[src/rtl/nibble_add_sched_if.sv]
// Bundle of the two requester ports, the adder-slice port and the result port.
// Handshakes: a transfer happens on a rising edge where valid && ready; ready may depend on valid, never the reverse.
interface nibble_add_sched_if #(
    parameter int WORDS = 4
);
    localparam int W = 4 * WORDS;

    logic         req0_valid;
    logic         req0_ready;
    logic [W-1:0] req0_a;
    logic [W-1:0] req0_b;
    logic         req0_cin;

    logic         req1_valid;
    logic         req1_ready;
    logic [W-1:0] req1_a;
    logic [W-1:0] req1_b;
    logic         req1_cin;

    logic [3:0]   fa_a;
    logic [3:0]   fa_b;
    logic         fa_cin;
    logic [3:0]   fa_s;
    logic         fa_cout;

    logic         out_valid;
    logic         out_ready;
    logic [W-1:0] out_sum;
    logic         out_cout;
    logic         out_id;

    modport slave (
        input  req0_valid, req0_a, req0_b, req0_cin,
        input  req1_valid, req1_a, req1_b, req1_cin,
        input  fa_s, fa_cout, out_ready,
        output req0_ready, req1_ready,
        output fa_a, fa_b, fa_cin,
        output out_valid, out_sum, out_cout, out_id
    );

    modport master (
        output req0_valid, req0_a, req0_b, req0_cin,
        output req1_valid, req1_a, req1_b, req1_cin,
        output fa_s, fa_cout, out_ready,
        input  req0_ready, req1_ready,
        input  fa_a, fa_b, fa_cin,
        input  out_valid, out_sum, out_cout, out_id
    );
endinterface

[src/rtl/nibble_add_sched.sv]
// Round-robin sequencer sharing one external 4-bit adder slice between two requesters;
// operands are added one nibble per cycle, LSB first, with the carry held in a flop.
module nibble_add_sched #(
    parameter int WORDS = 4
) (
    input  logic              clk,
    input  logic              rst,
    nibble_add_sched_if.slave bus,
    output logic [1:0]        dbg_state,
    output logic              dbg_prio
);
    localparam int W     = 4 * WORDS;
    localparam int IDX_W = (WORDS > 1) ? $clog2(WORDS) : 1;

    typedef enum logic [1:0] {
        IDLE = 2'd0,
        RUN  = 2'd1,
        DONE = 2'd2
    } state_e;

    state_e             state_q, state_d;
    logic               prio_q, prio_d;
    logic [W-1:0]       a_q, a_d;
    logic [W-1:0]       b_q, b_d;
    logic [W-1:0]       sum_q, sum_d;
    logic               carry_q, carry_d;
    logic               id_q, id_d;
    logic [IDX_W-1:0]   idx_q, idx_d;

    logic               gnt0, gnt1;
    logic               ready0, ready1;
    logic               out_valid;
    logic [3:0]         fa_a, fa_b;
    logic               fa_cin;

    always_comb begin
        state_d   = state_q;
        prio_d    = prio_q;
        a_d       = a_q;
        b_d       = b_q;
        sum_d     = sum_q;
        carry_d   = carry_q;
        id_d      = id_q;
        idx_d     = idx_q;
        ready0    = 1'b0;
        ready1    = 1'b0;
        out_valid = 1'b0;
        fa_a      = 4'd0;
        fa_b      = 4'd0;
        fa_cin    = 1'b0;

        // prio names the requester that wins a tie
        gnt0 = bus.req0_valid && (!bus.req1_valid || !prio_q);
        gnt1 = bus.req1_valid && (!bus.req0_valid ||  prio_q);

        if (!rst) begin
            case (state_q)
                IDLE: begin
                    ready0 = gnt0;
                    ready1 = gnt1;
                    if (gnt0 || gnt1) begin
                        a_d     = gnt1 ? bus.req1_a   : bus.req0_a;
                        b_d     = gnt1 ? bus.req1_b   : bus.req0_b;
                        carry_d = gnt1 ? bus.req1_cin : bus.req0_cin;
                        id_d    = gnt1;
                        idx_d   = '0;
                        state_d = RUN;
                    end
                end
                RUN: begin
                    fa_a    = a_q[4*idx_q +: 4];
                    fa_b    = b_q[4*idx_q +: 4];
                    fa_cin  = carry_q;
                    sum_d[4*idx_q +: 4] = bus.fa_s;
                    carry_d = bus.fa_cout;
                    idx_d   = idx_q + 1'b1;
                    if (idx_q == IDX_W'(WORDS - 1)) begin
                        state_d = DONE;
                    end
                end
                DONE: begin
                    out_valid = 1'b1;
                    if (bus.out_ready) begin
                        state_d = IDLE;
                        prio_d  = ~id_q;
                    end
                end
                default: state_d = IDLE;
            endcase
        end
    end

    always_ff @(posedge clk) begin
        if (rst) begin
            state_q <= IDLE;
            prio_q  <= 1'b0;
            a_q     <= '0;
            b_q     <= '0;
            sum_q   <= '0;
            carry_q <= 1'b0;
            id_q    <= 1'b0;
            idx_q   <= '0;
        end else begin
            state_q <= state_d;
            prio_q  <= prio_d;
            a_q     <= a_d;
            b_q     <= b_d;
            sum_q   <= sum_d;
            carry_q <= carry_d;
            id_q    <= id_d;
            idx_q   <= idx_d;
        end
    end

    assign bus.req0_ready = ready0;
    assign bus.req1_ready = ready1;
    assign bus.fa_a       = fa_a;
    assign bus.fa_b       = fa_b;
    assign bus.fa_cin     = fa_cin;
    assign bus.out_valid  = out_valid;
    assign bus.out_sum    = sum_q;
    assign bus.out_cout   = carry_q;
    assign bus.out_id     = id_q;
    assign dbg_state      = state_q;
    assign dbg_prio       = prio_q;
endmodule

[src/flat_wrapper.sv]
// flat-port wrapper written by rule: the top's interface ports become plain ports
module nibble_add_sched_flat 
#(
    parameter int WORDS = 4
)
  (clk, rst, dbg_state, dbg_prio, bus_req0_valid, bus_req0_a, bus_req0_b, bus_req0_cin, bus_req1_valid, bus_req1_a, bus_req1_b, bus_req1_cin, bus_fa_s, bus_fa_cout, bus_out_ready, bus_req0_ready, bus_req1_ready, bus_fa_a, bus_fa_b, bus_fa_cin, bus_out_valid, bus_out_sum, bus_out_cout, bus_out_id);
  nibble_add_sched_if #(.WORDS(WORDS)) bus_i ();
  input  logic clk;
  input  logic rst;
  output logic [1:0] dbg_state;
  output logic dbg_prio;
  input wire logic [$bits(bus_i.req0_valid)-1:0] bus_req0_valid;
  input wire logic [$bits(bus_i.req0_a)-1:0] bus_req0_a;
  input wire logic [$bits(bus_i.req0_b)-1:0] bus_req0_b;
  input wire logic [$bits(bus_i.req0_cin)-1:0] bus_req0_cin;
  input wire logic [$bits(bus_i.req1_valid)-1:0] bus_req1_valid;
  input wire logic [$bits(bus_i.req1_a)-1:0] bus_req1_a;
  input wire logic [$bits(bus_i.req1_b)-1:0] bus_req1_b;
  input wire logic [$bits(bus_i.req1_cin)-1:0] bus_req1_cin;
  input wire logic [$bits(bus_i.fa_s)-1:0] bus_fa_s;
  input wire logic [$bits(bus_i.fa_cout)-1:0] bus_fa_cout;
  input wire logic [$bits(bus_i.out_ready)-1:0] bus_out_ready;
  output wire logic [$bits(bus_i.req0_ready)-1:0] bus_req0_ready;
  output wire logic [$bits(bus_i.req1_ready)-1:0] bus_req1_ready;
  output wire logic [$bits(bus_i.fa_a)-1:0] bus_fa_a;
  output wire logic [$bits(bus_i.fa_b)-1:0] bus_fa_b;
  output wire logic [$bits(bus_i.fa_cin)-1:0] bus_fa_cin;
  output wire logic [$bits(bus_i.out_valid)-1:0] bus_out_valid;
  output wire logic [$bits(bus_i.out_sum)-1:0] bus_out_sum;
  output wire logic [$bits(bus_i.out_cout)-1:0] bus_out_cout;
  output wire logic [$bits(bus_i.out_id)-1:0] bus_out_id;
  assign bus_i.req0_valid = bus_req0_valid;
  assign bus_i.req0_a = bus_req0_a;
  assign bus_i.req0_b = bus_req0_b;
  assign bus_i.req0_cin = bus_req0_cin;
  assign bus_i.req1_valid = bus_req1_valid;
  assign bus_i.req1_a = bus_req1_a;
  assign bus_i.req1_b = bus_req1_b;
  assign bus_i.req1_cin = bus_req1_cin;
  assign bus_i.fa_s = bus_fa_s;
  assign bus_i.fa_cout = bus_fa_cout;
  assign bus_i.out_ready = bus_out_ready;
  assign bus_req0_ready = bus_i.req0_ready;
  assign bus_req1_ready = bus_i.req1_ready;
  assign bus_fa_a = bus_i.fa_a;
  assign bus_fa_b = bus_i.fa_b;
  assign bus_fa_cin = bus_i.fa_cin;
  assign bus_out_valid = bus_i.out_valid;
  assign bus_out_sum = bus_i.out_sum;
  assign bus_out_cout = bus_i.out_cout;
  assign bus_out_id = bus_i.out_id;
  nibble_add_sched #(.WORDS(WORDS)) u_core (.clk(clk), .rst(rst), .bus(bus_i), .dbg_state(dbg_state), .dbg_prio(dbg_prio));
endmodule
[config.mk]
export PLATFORM = sky130hd
export DESIGN_NAME = nibble_add_sched_flat
export DESIGN_NICKNAME = d
export VERILOG_FILES = /design/src/rtl/nibble_add_sched_if.sv /design/src/rtl/nibble_add_sched.sv /design/src/flat_wrapper.sv
export SDC_FILE = /design/constraint.sdc
export NUM_CORES = 1
export LEC_CHECK = 0
export ABC_AREA = 1
export CAP_MARGIN = 20
export CORE_ASPECT_RATIO = 0.6
export CORE_UTILIZATION = 49
export DETAILED_ROUTE_END_ITERATION = 7
export PLACE_DENSITY_LB_ADDON = 0.12
export SETUP_SLACK_MARGIN = 0.1
export SYNTH_ARGS = -nofsm -noshare
export SYNTH_HDL_FRONTEND = slang
export SYNTH_SLANG_ARGS = --single-unit
[constraint.sdc]
create_clock -name clk -period 3.4 [get_ports clk]
set_input_delay 0.51 -clock clk [delete_from_list [all_inputs] [get_ports clk]]
set_output_delay 0.51 -clock clk [all_outputs]
set_load 0.01 [all_outputs]
Yosys cells after proc, flatten, opt, wreduce, memory -nomap -nowiden:

Cells that the tools add are included.

* output and inout bits: 33
* input bits: 76
* logic and storage cells: 59
* register bits: 55

* shifts and indexed selects: 4
* equality and inequality tests: 6
* $add $sub $neg: 2
* multiplexer cells: 24
* bitwise logic cells: 1
* reductions and logical operators: 14

Operators with widths (count)
* negation 4 -> 34 bit: 1
* variable shift 4 x 34 -> 16 bit (first input constant): 1
* variable part select 4 x 34 -> 16 bit: 1
* two-way mux 16 bit: 2
* variable part select 16 x 5 -> 4 bit: 2
* bitwise mux 16 bit: 1
* two-way mux 4 bit: 4
* two-way mux 1 bit: 10
* two-way mux 2 bit: 4
* case mux 2 bit (3 select lines): 1
* AND reduction 2 bit: 3
* == test 2 bit (second input constant): 2
* inequality test 2 x 1 -> 1 bit (second input constant): 2
* case mux 2 bit (2 select lines): 1
* zero test 1 bit: 3
* logical OR 1 bit: 3
* AND reduction 3 bit: 1
* adder 2 x 1 -> 2 bit (second input constant): 1
* == test 2 x 1 -> 1 bit (second input constant): 1
* logical AND 1 bit: 2
* zero test 2 bit: 1
* inequality test 2 bit (second input constant): 1
* case mux 1 bit (2 select lines): 1
* nonzero test 2 bit: 1
* inverter 1 bit: 1

Logic depth before layout (Yosys ltp):

Gate-level depths: netlist (run 1).

* depth after elaboration: 6
* mapped depth: 10

Worst setup path after synthesis (run 1):

No wires, ideal clock.

* kind: flip-flop to flip-flop
* start: register u_core.idx_q[0]
* end: register u_core.sum_q[0], in the netlist u_core.bus.out_sum[0]
* buffers on the path: 2
* setup time: 71 ps
* stages on the path, launching flop included: 10
* data required time: 3329 ps
* data arrival time: 1715 ps
* period minus slack after synthesis: 1786 ps
* slack: 1614 ps
* cells stage by stage: dfxtp_1 -> buf_2 -> inv_2 -> clkbuf_1 -> ha_1 -> inv_1 -> nand3_1 -> nor2_2 -> nand2_1 -> a21oi_1

* longest elaborated chain between the ends: 3
* elaborated cells between the ends (all ways): 4

Ends and longest elaborated chain
* start, declared: RTL line nibble_add_sched.sv:28 `logic [IDX_W-1:0] idx_q, idx_d;`
* start signal, assigned: RTL line nibble_add_sched.sv:111 `idx_q <= idx_d;`
* negation 4 -> 34 bit *: RTL line nibble_add_sched.sv:74 `sum_d[4*idx_q +: 4] = bus.fa_s;`
* variable part select 4 x 34 -> 16 bit / variable shift 4 x 34 -> 16 bit (equally long branches): RTL line nibble_add_sched.sv:74
* bitwise mux 16 bit *: RTL line nibble_add_sched.sv:74
* end signal, assigned: RTL line nibble_add_sched.sv:108 `sum_q <= sum_d;`
* end, declared: RTL line nibble_add_sched.sv:25 `logic [W-1:0] sum_q, sum_d;`

Mark *: on every way between the ends. The rest lies on a longest branch, timed or not.
A chain may end at the register's enable or synchronous reset.

Worst setup path after layout (run 1):

* start: register u_core.idx_q[1]
* end: output bus_fa_a[3]

* longest elaborated chain between the ends: 3

Ends and longest elaborated chain
* variable part select 16 x 5 -> 4 bit: RTL line nibble_add_sched.sv:71 `fa_a = a_q[4*idx_q +: 4];`
* two-way mux 4 bit: RTL line nibble_add_sched.sv:57 `case (state_q)`
* two-way mux 4 bit: RTL line nibble_add_sched.sv:56 `if (!rst) begin`
* end, declared: RTL line flat_wrapper.sv:25 `output wire logic [$bits(bus_i.fa_a)-1:0] bus_fa_a;`

No other way between the ends.

==> results, run 1 <==
- The flow ran to the end, and the final reports show no timing, DRC or antenna violations.
- The via count of the first global-routing pass is 3046.
- The signal arrival time at the worst endpoint is 2.46 ns.
- The most used flip-flop cell after synthesis is sky130_fd_sc_hd__dfxtp_1.
- The area of the die is 0.006584 mm^2.
- The remaining routing DRC violations is 0.
- The number of nets handed over by synthesis was 539.
- In the routed layout, each cell is associated on average with a via count of 5.243.
- The power per standard cell area is 383.6 mW/mm^2.
- The endpoint kind of the worst setup timing path is a primary output.
- Adding up every negative setup slack in the final design gives 0 ns.
- The worst register-to-register path has a depth of 8.
- The worst pin sits at a relative slew slack of 0.5054.
- In this run the number of H-tree levels came out at 2.
- The share of synthesized area in the top cell type comes to 0.3593.
- The global-route usage over all layers is 0.2579.
- After the last flow step, the layout net total stands at 631.
- The last weighted congestion value of the routability-driven placer is 0.8388.
- The leakage power figure is 1.661 nW.
- Leaving out filler cells and counting taps, the final layout contains 629.
- The finished cells cover 0.004198 mm^2.
- For hold timing, the worst endpoint is u_core.bus.out_sum[0]$_SDFFE_PP0P_.
- The HPWL after detailed placement is 6.114 mm.
- The count of routing violations after the opening detailed-route iteration is 207.
- The maximum vdd drop is 0.2338 mV.
- The number of port buffers is 108.
- The worst setup path is of the reg -> out kind.
- The count of cells resized by post-cts repair is 0.
- Entering global routing, the biggest net connects 55 pins.
- The number of instances in the synthesized netlist is 457.
- Measured along the y axis, the die boundary spans 63.26 um.
- The final count of hold timing violations is 0.
- The clock period minus worst slack is 2.969 ns.
- Along the worst path, the maximum fanout reaches 13.
- For the worst setup path, the data required time is 2.89 ns.
- The critical hold path startpoint is u_core.bus.out_sum[0]$_SDFFE_PP0P_.
- The final setup violation count is 0.
- Setup repair after global routing left no endpoint under its margin.
- Hold repair after CTS inserted 0 buffers.
- Setup slack on the worst reg-to-reg path comes out at 1.12 ns.
- Counting flops and latches in the post-synthesis netlist gives 55.
- Row generation in the floorplan step produced 21 rows.
- The detail route stage leaves a number of antenna-violating nets equal to 0.
- The critical register-to-register path startpoint is u_core.idx_q[1]$_SDFFE_PP0P_.
- The most repeated cell in the gate-level netlist after synthesis is sky130_fd_sc_hd__nand2_1.
- The post-synthesis instance area is 0.003064 mm^2.
- After clock tree synthesis, the clock-pin slew on the worst setup and hold paths is 0.09 ns.
- Wires add up to 8.329 mm.
- In the final layout, the share of cells above drive strength 1 is 0.1056.
- The number of clock sinks is 55.
- Ranked by total cell area, the synthesized netlist is headed by sky130_fd_sc_hd__dfxtp_1 (36%), sky130_fd_sc_hd__nand2_1 (21%), sky130_fd_sc_hd__a21oi_2 (8.3%).
- The wire length of the first global-routing pass is 13.85 mm.
- The tightest hold path in the finished design has a slack of 0.4695 ns.
- Buffers inserted during clock tree synthesis total 5.
- Counting instances, the worst hold path has a depth of 2.
- Counting along the longest clock path gives a buffer depth of 2.
- Synthesis instantiated 24 different standard cells from the library.
- The maximum clock frequency is 0.3369 GHz.
- In the finished design, the share of the clock period the worst path needs comes to 0.8731.
- Counting flops with an async set or reset pin after synthesis yields a share of 0.
- Across the run, the number of max-cap violations was 0.
- The clock tree from TritonCTS is built.
- The number of warnings issued by yosys is 0.
- At the pin with the least slew margin, the transition time is 0.7419 ns.
- The final max-slew violation count came to 0.
- The wire length per cell is 13.24 um.
- The number of antenna violations at the first check in global routing is 0.
- The number of inserted diodes is 0.
- After clock tree synthesis, the setup repair step added 0 buffers.
- The cell chosen for the clock root is sky130_fd_sc_hd__clkbuf_8.
- The initial standard-cell utilization of the core is 0.5277.
- Counting the fill cells in the layout gives 483.
- The relative area change from synthesis to final layout is 36.99%.
- The count of flip-flops with a built-in enable after synthesis is 0.
- The largest area contributor in the netlist is sky130_fd_sc_hd__dfxtp_1.
- Each instance of the synthesized netlist takes up on average 6.705 um^2.
- The maximum clock skew at final layout is 0.003341 ns.
- The placed instances occupy a cell area of 0.004110 mm^2.
- The core region is 0.005807 mm^2.
- The floorplan step set the die width to 104.1 um.
- The total congestion overflow is 0.
- By count the netlist is led by sky130_fd_sc_hd__nand2_1 (171), sky130_fd_sc_hd__dfxtp_1 (55), sky130_fd_sc_hd__nand3_1 (46), sky130_fd_sc_hd__nor2_1 (46).
- STA classifies the critical path startpoint as a flip-flop.
- The detailed router placed 3298 vias in this run.
- The number of instances in the placed design is 622.
- The end of the worst register-to-register path is u_core.bus.out_sum[8]$_SDFFE_PP0P_.
- The number of top-level pins is 109.
- Clock latency on the worst-skew pair, taken at its later pin, is 0.30 ns.
- The path class of the lowest-slack min-delay path is reg -> reg.
- The first detailed-routing pass took 5 iterations.
- The share of the yosys chip area belonging to registers is 0.3593.
-- cell usage in the layout (no fill, tap or decap) --
master / n
sky130_fd_sc_hd__inv_1: 10
sky130_fd_sc_hd__buf_2: 1
sky130_fd_sc_hd__ha_1: 6
sky130_fd_sc_hd__clkinv_1: 1
sky130_fd_sc_hd__nor2_8: 1
sky130_fd_sc_hd__buf_4: 5
sky130_fd_sc_hd__clkbuf_8: 6
sky130_fd_sc_hd__clkdlybuf4s50_1: 107
sky130_fd_sc_hd__nor2_1: 46
sky130_fd_sc_hd__dfxtp_1: 55
sky130_fd_sc_hd__o32ai_1: 1
sky130_fd_sc_hd__inv_4: 1
sky130_fd_sc_hd__nand2_2: 5
sky130_fd_sc_hd__a21oi_1: 29
sky130_fd_sc_hd__nand3_1: 46
sky130_fd_sc_hd__o21ai_1: 1
sky130_fd_sc_hd__a21oi_2: 29
sky130_fd_sc_hd__nand2_4: 1
sky130_fd_sc_hd__clkinv_2: 1
sky130_fd_sc_hd__inv_2: 3
sky130_fd_sc_hd__nor2_2: 3
sky130_fd_sc_hd__nand2_1: 171
sky130_fd_sc_hd__o21ai_0: 18
sky130_fd_sc_hd__nor3_4: 2
-- area by class of cell --
cell class,count,area [um^2],share of cell area
clock buffers,6,82.58,0.01967
clock inverters,1,5.005,0.001192
inverters,15,58.81,0.01401
multi-input cells,359,1737,0.4137
flip-flops and latches,55,1101,0.2623
well taps,80,100.1,0.02384
repair buffers,113,1114,0.2653
-- worst max-delay path, cell delays in order (launching register included) --
cell and delay, ns:
sky130_fd_sc_hd__dfxtp_1 0.63, sky130_fd_sc_hd__clkinv_1 0.44, sky130_fd_sc_hd__nor2_1 0.18, sky130_fd_sc_hd__o21ai_0 0.12
sky130_fd_sc_hd__a21oi_1 0.22, sky130_fd_sc_hd__clkdlybuf4s50_1 0.58
-- where the power goes --
part | total, W | internal, W | switching (W)
Combinational | 0.000515 | 0.000219 | 0.000296
Sequential | 0.000743 | 0.000699 | 0.0000435
Clock | 0.000352 | 0.000160 | 0.000192
Total | 0.00161 | 0.00108 | 0.000532
-- layer usage --
metal,up-vias,part of all wire,GRT usage
met1,1503,0.49,0.3610
li1,1644,-,-
met3,6,0.074,0.04865
met4,0,0.0061,0.04821
met5,-,0,0
met2,145,0.43,0.4167
-- flip-flops by register name, summed over array words and instances (netlist names) --
signal,cells
u_core.idx_q,2
u_core.bus.out_sum,16
u_core.b_q,16
u_core.bus.out_id,1
u_core.dbg_prio,1
u_core.bus.out_cout,1
u_core.a_q,16
u_core.dbg_state,2
-- metrics by stage --
stage	power (W)	util	worst slack (ns)
floorplan	0.001091	-	1.614
global placement	0.001253	0.7078	0.7549
detailed placement	0.001268	0.7078	0.7809
CTS	0.001617	0.7229	0.4450
global route	0.001709	0.7229	0.2827
finish	0.001610	0.7229	0.4314
-- kinds of logic (layout without fill, tap and decap cells) --
| family | after synthesis | in the layout | share of synthesized area |
|---|---|---|---|
| adder cells (fa/ha/maj) | 6 | 6 | 0.02450 |
| flip-flops | 55 | 55 | 0.3593 |
| AND/OR/NAND/NOR | 275 | 275 | 0.3781 |
| buffers and inverters | 43 | 135 | 0.07391 |
| AO/OA/AOI/OAI | 78 | 78 | 0.1641 |
-- worst max path at each step --
stage                                 start                            endpoint  slack (ns)  depth (start not counted)
2_1_floorplan  u_core.idx_q[0]$_SDFFE_PP0P_  u_core.bus.out_sum[0]$_SDFFE_PP0P_        1.61                          9
3_3_place_gp   u_core.idx_q[1]$_SDFFE_PP0P_                         bus_fa_a[3]        0.75                          5
3_5_place_dp   u_core.idx_q[1]$_SDFFE_PP0P_                         bus_fa_a[3]        0.78                          5
4_1_cts        u_core.idx_q[1]$_SDFFE_PP0P_                         bus_fa_a[3]        0.44                          5
5_1_grt        u_core.idx_q[1]$_SDFFE_PP0P_                         bus_fa_a[3]        0.28                          5
6_report       u_core.idx_q[1]$_SDFFE_PP0P_                         bus_fa_a[3]        0.43                          5
(Power assumes the default switching activity.)
==> inputs of run 2 (changes only) <==
- CORE_ASPECT_RATIO: 0.6 -> 1.4
- SKIP_CTS_REPAIR_TIMING: default -> 1
==> run 2 against run 1 <==
Sequential power rose by 0.8%. Setup slack gained 0.025 ns. Critical endpoint is now bus_fa_a[0]. Via count fell by 3.1%. Clock skew is 0.0084 ns higher. Hold slack is essentially flat. Design area hardly changed. First-iteration DRC count fell by 19%. Register-to-register slack lost 0.10 ns. Count of clock-buffer cells in the layout unchanged. Power grew 5.4%. Wire length decreased by 5.5%. Critical path depth is 1 lower.
==> results, run 2 (synthesized netlist as in run 1, its figures left out) <==
- After detailed routing, no signal wire sits above met4.
- Compared with the post-synthesis result, the final layout area differs by 37.08%.
- The number of antenna violations at the first check in global routing came to 0.
- For the final routed database, the setup TNS stands at 0 ns.
- Across the run, the number of max-cap violations was 0.
- The share of cells above drive strength 1 is 0.1040.
- The leakage power figure is 1.666 nW.
- The detailed-route via count is 3195.
- The maximum vdd drop is 0.2522 mV.
- The signal arrival time at the worst endpoint is 2.43 ns.
- For this design the ratio of total power to cell area is 404.0 mW/mm^2.
- Wire segments on met3 add up to 278 um in the final route.
- The HPWL after detailed placement is 5.705 mm.
- The worst path needs 2.944 ns of the cycle, external delays included.
- The run finished with clean final reports.
- The number of instances in the placed design is 610.
- For this run, design rule violations remaining after detail routing come to 0.
- For the worst-skew pair, the clock arrives at the later sink with an insertion delay of 0.31 ns.
- The maximum clock frequency is 0.3397 GHz.
- Among all stages on the critical path, the largest delay is contributed by sky130_fd_sc_hd__dfxtp_1.
- The number of cells in the finished layout apart from fillers is 618.
- The first detailed-routing pass took 6 iterations.
- The met1 layer wirelength in the final routing is 3.023 mm.
- In this run the cell area measured after placement is 0.004083 mm^2.
- After detailed routing, the average wire length per cell comes to 12.74 um.
- The type of element launching the critical path is a flip-flop.
- The number of clock sinks is 55.
- Leaving out fill and tap cells, the most frequent cell in the layout is sky130_fd_sc_hd__nand2_1.
- The worst max-slew margin expressed relative to the limit is 0.3088.
- The maximum single-stage delay on the critical path is 0.83 ns.
- The clock arrives with 0.01176 ns of skew.
- The number of fill cells is 550.
- The min-delay analysis places its worst path in the category reg -> reg.
- The die covers 0.006578 mm^2.
- In this design, the largest share of critical-path delay is due to buffers and inverters.
- Clock-pin slew was measured on the worst setup and hold paths at 0.10 ns.
- The initial standard-cell utilization of the core is 0.5154.
- At the pin with the least slew margin, the transition time is 1.034 ns.
- The number of top-level pins is 109.
- The floorplan step set the die height to 95.57 um.
- The first global-routing pass estimated 12.77 mm of wire.
- The last weighted congestion value of the routability-driven placer is 0.8565.
- The largest driver fanout on the critical path is 25.
- The cell sitting at the root of the clock tree is a sky130_fd_sc_hd__clkbuf_8.
- After detailed routing, the met2 layer carries 4.417 mm of wire.
- The floorplan step set the die width to 68.84 um.
- The endpoint kind of the worst setup timing path is a primary output.
- The total clock buffers created by CTS is 5.
- After the last flow step, the layout net total stands at 629.
- In the layout the commonest cells are sky130_fd_sc_hd__nand2_1 (171), sky130_fd_sc_hd__clkdlybuf4s50_1 (107), sky130_fd_sc_hd__dfxtp_1 (55).
- The number of inserted diodes is 0.
- Summed over all layers, the global routing overflow is 0.
- The number of routed nets with antenna violations is 0.
- The final setup violation count is 0.
- The core footprint is 0.005946 mm^2.
- In this run the number of H-tree levels came out at 2.
- The count of routing violations after the opening detailed-route iteration is 167.
- The longest clock path from root to sink contains 2 buffers.
- The floorplan has 33 rows.
- Setup repair after global routing left no endpoint under its margin.
- At the worst endpoint, the required time is 2.89 ns.
- Input and output buffers added on the ports amount to 108.
- Traced cell by cell, the critical path runs through inv_2 > o21ai_0 > a21oi_1 > clkdlybuf4s50_1.
- The final count of hold timing violations came to 0.
- The critical path in this run is classified as reg -> out.
- The clock tree from TritonCTS is built.
- Using the TritonRoute via totals, the vias-per-cell ratio works out to 5.170.
- Once layout is done, the placed cells without fillers occupy 0.004200 mm^2.
- The buffers plus inverters on the worst setup path is 2.
- The via count of the first global-routing pass came to 2972.
- The total detailed-routing wirelength is 7.872 mm.
- Entering global routing, the biggest net connects 37 pins.
- The final clock period utilization by the worst path is 0.8657.
- The completed layout was analyzed and its total power is 0.001697 W.
- For this run, the total global-route usage over all layers was measured as 0.2551.
- The final max-slew violation count was 0.
-- run 2: report_power, final --
group	switching [W]	internal, W	total [W]
sequential	0.0000500	0.000699	0.000749
combinational	0.000281	0.000216	0.000497
clock	0.000212	0.000239	0.000450
total	0.000542	0.00115	0.00170
-- run 2: per-layer routing --
layer  vias to the layer above  track usage
li1                       1644            -
met1                      1450       0.2787
met2                        86       0.4804
met3                        15      0.04426
met4                         0      0.07993
met5                         -            0
-- run 2: worst register-to-register path: stages, from the launching register on --
cell                      delay, ns
sky130_fd_sc_hd__dfxtp_1       0.83
sky130_fd_sc_hd__inv_2         0.34
sky130_fd_sc_hd__ha_1          0.43
sky130_fd_sc_hd__inv_1         0.18
sky130_fd_sc_hd__nand3_1       0.12
sky130_fd_sc_hd__nor2_2        0.20
sky130_fd_sc_hd__nand2_1       0.08
sky130_fd_sc_hd__a21oi_1       0.14
-- run 2: layout make-up --
class                      instances  area [um^2]  area share
multi-input combinational        359         1737      0.4135
sequential                        55         1101      0.2621
timing repair buffer             111         1099      0.2615
tap                               70        87.58     0.02085
clock buffer                       6        82.58     0.01966
inverter                          15        58.81     0.01400
clock inverter                     2        35.03    0.008341
-- run 2: final timing paths --
path / from / to / slack (ns) / cells past startpoint
setup / recovery: u_core.idx_q[0]$_SDFFE_PP0P_ / bus_fa_a[0] / 0.46 / 4
hold / removal: u_core.bus.out_sum[13]$_SDFFE_PP0P_ / u_core.bus.out_sum[13]$_SDFFE_PP0P_ / 0.47 / 2
setup reg to reg: u_core.idx_q[0]$_SDFFE_PP0P_ / u_core.bus.out_sum[3]$_SDFFE_PP0P_ / 1.02 / 7
hold reg to reg: u_core.bus.out_sum[13]$_SDFFE_PP0P_ / u_core.bus.out_sum[13]$_SDFFE_PP0P_ / 0.47 / 2
-- run 2: through the flow --
stage | utilization | hold WS [ns] | setup WS [ns]
floorplan | - | 0.4417 | 1.614
global placement | 0.6867 | 0.4505 | 0.9226
detailed placement | 0.6867 | 0.4544 | 0.8479
CTS | 0.7064 | 0.4699 | 0.4959
global route | 0.7064 | 0.4880 | 0.3264
finish | 0.7064 | 0.4696 | 0.4565
==> inputs of run 3 (changes only) <==
- SKIP_CTS_REPAIR_TIMING: 1 -> default
==> results of run 3 <==
The final DEF is identical to that of run 2; final timing and power are the same.
